===== src/rtl/gshare_predictor.sv =====
// gshare conditional-branch predictor: a table of 2-bit saturating counters
// indexed by PC XOR global history, a speculative GHR that is repaired from a
// checkpoint on mispredict, and saturating branch/mispredict counters.
module gshare_predictor #(
  parameter int         N_BITS   = 8,
  parameter int         HIST_LEN = 8,
  parameter logic [1:0] CTR_INIT = 2'b01
) (
  input  logic                clk,
  input  logic                rst,
  input  logic [31:0]         fetch_pc,
  input  logic                fetch_valid,
  output logic                predict_taken,
  output logic [HIST_LEN-1:0] predict_ghr,
  input  logic                update_valid,
  input  logic [31:0]         update_pc,
  input  logic [HIST_LEN-1:0] update_ghr,
  input  logic                update_taken,
  input  logic                update_mispredict,
  output logic [31:0]         branch_count,
  output logic [31:0]         mispredict_count
);

  localparam int ENTRIES = 1 << N_BITS;

  logic [ENTRIES-1:0][1:0] r_pht;
  logic [HIST_LEN-1:0]     r_ghr;
  logic [31:0]             r_branch_count;
  logic [31:0]             r_mispredict_count;

  logic [N_BITS-1:0]       w_fetch_idx;
  logic [N_BITS-1:0]       w_upd_idx;
  logic                    w_repair;
  logic [HIST_LEN-1:0]     w_repair_ghr;
  logic [HIST_LEN-1:0]     w_spec_ghr;
  logic                    w_unused;

  // Step a 2-bit counter one position toward the resolved direction.
  function automatic logic [1:0] ctr_step(input logic [1:0] ctr, input logic taken);
    logic [1:0] nxt;
    nxt = ctr;
    if (taken && ctr != 2'b11)
      nxt = ctr + 2'b01;
    else if (!taken && ctr != 2'b00)
      nxt = ctr - 2'b01;
    return nxt;
  endfunction

  // Increment that sticks at all-ones instead of wrapping.
  function automatic logic [31:0] sat_inc(input logic [31:0] v);
    return (v == 32'hFFFF_FFFF) ? v : v + 32'd1;
  endfunction

  // History is zero-extended and XORed into the low index bits.
  assign w_fetch_idx   = fetch_pc[N_BITS+1:2] ^ N_BITS'(r_ghr);
  assign w_upd_idx     = update_pc[N_BITS+1:2] ^ N_BITS'(update_ghr);

  // Truncating the concatenation shifts in the new bit and also covers HIST_LEN == 1.
  assign w_repair      = update_valid & update_mispredict;
  assign w_repair_ghr  = HIST_LEN'({update_ghr, update_taken});
  assign w_spec_ghr    = HIST_LEN'({r_ghr, predict_taken});

  assign predict_taken    = r_pht[w_fetch_idx][1];
  assign predict_ghr      = r_ghr;
  assign branch_count     = r_branch_count;
  assign mispredict_count = r_mispredict_count;

  // PC bits outside the index window are intentionally ignored.
  assign w_unused = ^{fetch_pc[31:N_BITS+2], fetch_pc[1:0],
                      update_pc[31:N_BITS+2], update_pc[1:0]};

  // Train the resolved entry; a same-cycle fetch of that entry sees the old value.
  always_ff @(posedge clk or posedge rst) begin
    if (rst)
      r_pht <= {ENTRIES{CTR_INIT}};
    else if (update_valid)
      r_pht[w_upd_idx] <= ctr_step(r_pht[w_upd_idx], update_taken);
  end

  // Mispredict repair outranks the speculative shift, which is wrong-path then.
  always_ff @(posedge clk or posedge rst) begin
    if (rst)
      r_ghr <= '0;
    else if (w_repair)
      r_ghr <= w_repair_ghr;
    else if (fetch_valid)
      r_ghr <= w_spec_ghr;
  end

  // Saturating performance counters for resolved branches and mispredicts.
  always_ff @(posedge clk or posedge rst) begin
    if (rst) begin
      r_branch_count     <= '0;
      r_mispredict_count <= '0;
    end else begin
      if (update_valid)
        r_branch_count <= sat_inc(r_branch_count);
      if (w_repair)
        r_mispredict_count <= sat_inc(r_mispredict_count);
    end
  end

endmodule


===== config.mk =====
export PLATFORM = sky130hd
export DESIGN_NAME = gshare_predictor
export DESIGN_NICKNAME = d
export VERILOG_FILES = /design/src/rtl/gshare_predictor.sv
export SDC_FILE = /design/constraint.sdc
export NUM_CORES = 2
export LEC_CHECK = 0
export ABC_AREA = 1
export BUFFER_PORTS_ARGS = -buffer_cell sky130_fd_sc_hd__buf_2
export CORE_UTILIZATION = 40
export DETAILED_ROUTE_END_ITERATION = 10
export GPL_TIMING_DRIVEN = 0
export SLEW_MARGIN = 20
export SYNTH_ARGS = -nofsm -noshare
export SYNTH_HDL_FRONTEND = slang
export SYNTH_SLANG_ARGS = --single-unit

===== constraint.sdc =====
create_clock -name clk -period 22.7 [get_ports clk]
set_input_delay 3.405 -clock clk [delete_from_list [all_inputs] [get_ports clk]]
set_output_delay 3.405 -clock clk [all_outputs]
set_load 0.05 [all_outputs]

==> metrics.md <==
| Metric | Value |
|---|---|
| Status | complete, no violations |
| Share of post-route cells with drive strength above 1 | 0.1206 |
| P&R area growth vs syn | 14.16% |
| Root Buffer | clkbuf_16 |
| CTS sink cnt | 584 |
| Rel. slew slack | 0.06266 |
| Cts hold-fix bufs | 0 |
| Final hold violations | 0 |
| Critical path peak fanout | 10 |
| Crit path cell chain | buf_2 > xnor2_1 > inv_1 > clkbuf_1 > clkbuf_1 > o211ai_1 > nand3_1 > nand3_1 > nand3_1 > nand3_1 > nand3_1 > nand3_1 > nand2_1 > buf_2 |
| Max Freq | 92.30 MHz |
| DR WL met3 | ~27000 um |
| Fin crit period | about 11 ns |
| Pleak | 19.55 nW |
| CTS tree | done |
| Largest net degree at the start of global routing | 96 |
| Footprint of the multi-input gates | 16780 um^2 |
| Most frequent cells in the layout | nand2_1, nand3_1, inv_1 |
| Port Buf Inserts | 102 |
| Crit share post-route | 0.4773 |
| CP Data Arrival Time | 7.43 ns |
| Worst Path Required | 19.30 ns |
| Fill cells | approximately 9100 |
| Drt first pass iters | 9 |
| CTS max path bufs | 3 |
| H-tree levels | 3 |
| Die span in y | 298.2 um |
| Synthesized cell area | about 35000 um^2 |
| Boundary pin count | between 150 and 200 |
| CP Buf/Inv Count | 5 |
| RSZ-0062 raised after global routing | no |
| Sequential share of the synthesized area | 0.4256 |
| Vias | between 30000 and 40000 |
| FF+latch count, synth | 584 |
| Metal2 WL | approximately 76000 um |
| Peak supply drop | around 0.000099 V |
| Crit end category | output pin |
| Total Routing Usage GR | 0.4249 |
| Mapped Cells | approximately 5300 |
| Largest stage delay on the critical path | approximately 0.96 ns |
| Unique masters post-synth | 29 |
| Pre-CTS WS | 12.27 ns |
| Final Core Density | 0.4611 |
| Worst-Skew Late Latency | 0.67 ns |
| Post_cts resized | 0 |
| Area leader, netlist | nand2_1 |
| Pwr dens | 92.59 nW/um^2 |
| Vias in the first global route | 34750 |
| Crit path top cell by count | nand3_1 |
| Met1 wire length | between 70000 and 80000 um |
| DR WL/cell | 28.55 um |
| Postcts setup bufs | 0 |
| GPL Wtd Cong | roughly 1.1 |
| Register area | 14930 um^2 |
| Synth top area share | 0.2428 |
| Overall Power | between 3 and 4 mW |
| Dpl hpwl | about 130000 um |
| Startpoint Class | primary input |
| # DRC | 0 |
| Clock slew at reported path FFs | 0.05 ns |
| Yosys warns | 0 |
| CP Class | primary input to output pin |
| Final worst slack | between 10 and 15 ns |
| Worst-margin pin slew | 1.406 ns |
| Cell Rows | 108 |
| Initial core utilization | 0.4039 |
| Syn_nets | 5400 |
| Max Clock Skew | 0.02940 ns |
| Synth area leaders | nand2_1, dfrtp_1, dfstp_2, nand3_1, inv_1 |
| Crit-path leading delay family | buffers and inverters |
| Final Instance Area | 40060 um^2 |
| Antenna-violating nets left | 0 |
| Final Slew Violations | 0 |
| Vias per cell | 5.810 |
| # Max-Cap Violations | 0 |
| Number of buffers created by CTS | 72 |
| Die area | just under 90000 um^2 |
| First-pass GRT wire length | around 270000 um |
| Die width | 298.2 um |
| Highest routed metal layer | met5 |
| Worst Hold Class | flop to flop |
| Setup slack, reg-to-reg | 17.47 ns |
| Most common cell after layout, fill and taps aside | nand2_1 |
| Initial antenna violation count | 18 |
| CP max stage cell | clkbuf_1 |
| Core area | between 80000 and 90000 um^2 |
| DRT iter0 DRCs | about 6200 |
| Area post-placement | 37570 um^2 |
| Setup-failing EPs final | 0 |
| Post-Route WL | 192600 um |
| Fin nets | 5595 |
| Gr ovfl total | 0 |
| Avg Inst Size Synth | 6.599 um^2 |
## cell families after synthesis
logic type,synth area share
xor gates and xnor gates,0.01943
buffers and inverters,0.09680
adders and majority gates,0.001426
and+or+nand+nor,0.4280
AOI/OAI and AO/OA,0.02881
DFF,0.4256
## per-stage QoR
stage	instances	hold WS (ns)	setup TNS (ns)
floorplan	5318	0.4444	0
global placement	6575	0.4524	-1410.09
detailed placement	6594	0.4566	0
CTS	6725	0.4646	0
global route	6725	0.4734	0
finish	6744	0.4624	0
## synthesized netlist by cell type
cell type	count
a21oi_1	5
nand2_1	2270
buf_6	11
xor2_1	37
inv_1	501
buf_1	23
nor4_1	8
nand2_2	6
inv_2	1
o221ai_1	6
o22ai_1	4
clkinv_1	20
nand3b_1	1
o21ai_0	107
dfrtp_1	328
clkbuf_1	145
buf_4	49
o21ai_1	37
xnor2_1	39
nand4_1	14
nand3_1	785
or2_2	14
buf_2	63
ha_1	4
dfstp_2	256
o211ai_1	25
xor2_2	1
nor3_1	164
nor2_1	394
## path summary, 6_finish.rpt
| kind | cells past startpoint | from | end |
|---|---|---|---|
| min in group asynchronous | 2 | rst | predict_ghr[6] |
| setup / recovery | 14 | fetch_pc[3] | predict_taken |
| hold / removal | 2 | r_pht[24] | r_pht[24] |
| setup reg to reg | 23 | r_pht[286] | r_pht[300] |
| hold reg to reg | 2 | r_pht[24] | r_pht[24] |
| max in group asynchronous | 6 | rst | r_pht[90] |
## routing by layer
| layer | vias to the layer above | GRT usage |
|---|---|---|
| li1 | 16990 | - |
| met4 | 8 | 0.2990 |
| met3 | 733 | 0.1383 |
| met1 | 18510 | 0.5582 |
| met5 | - | 0.009199 |
| met2 | 2935 | 0.5841 |
## sequential cells by signal, indices dropped and copies added, names as in the netlist
| register | count |
|---|---|
| branch_count | 32 |
| mispredict_count | 32 |
| predict_ghr | 8 |
| r_pht | 512 |
## area by class of cell
cell class                 count  share of cell area
buffer                       291             0.03695
clock inverter                26            0.009057
tap                         1155             0.03607
multi-input combinational   3921              0.4190
timing repair buffer         121             0.02408
clock buffer                 105             0.05184
sequential                   584              0.3728
antenna                       19            0.001187
inverter                     522             0.04909
## power by group
part	switching, mW	internal (mW)
Sequential	0.127	1.21
Combinational	0.895	0.259
Clock	0.518	0.702
Total	1.54	2.17
## worst reg2reg max path, delay by kind of cell, from the launching register on
| family | cells | cell delay (ns) |
|---|---|---|
| AOI/OAI and AO/OA | 1 | 0.12 |
| adders and majority gates | 1 | 0.15 |
| buffers and inverters | 6 | 1.57 |
| DFF | 1 | 0.53 |
| and+or+nand+nor | 15 | 2.80 |
Power figures use the tool's default switching activity.
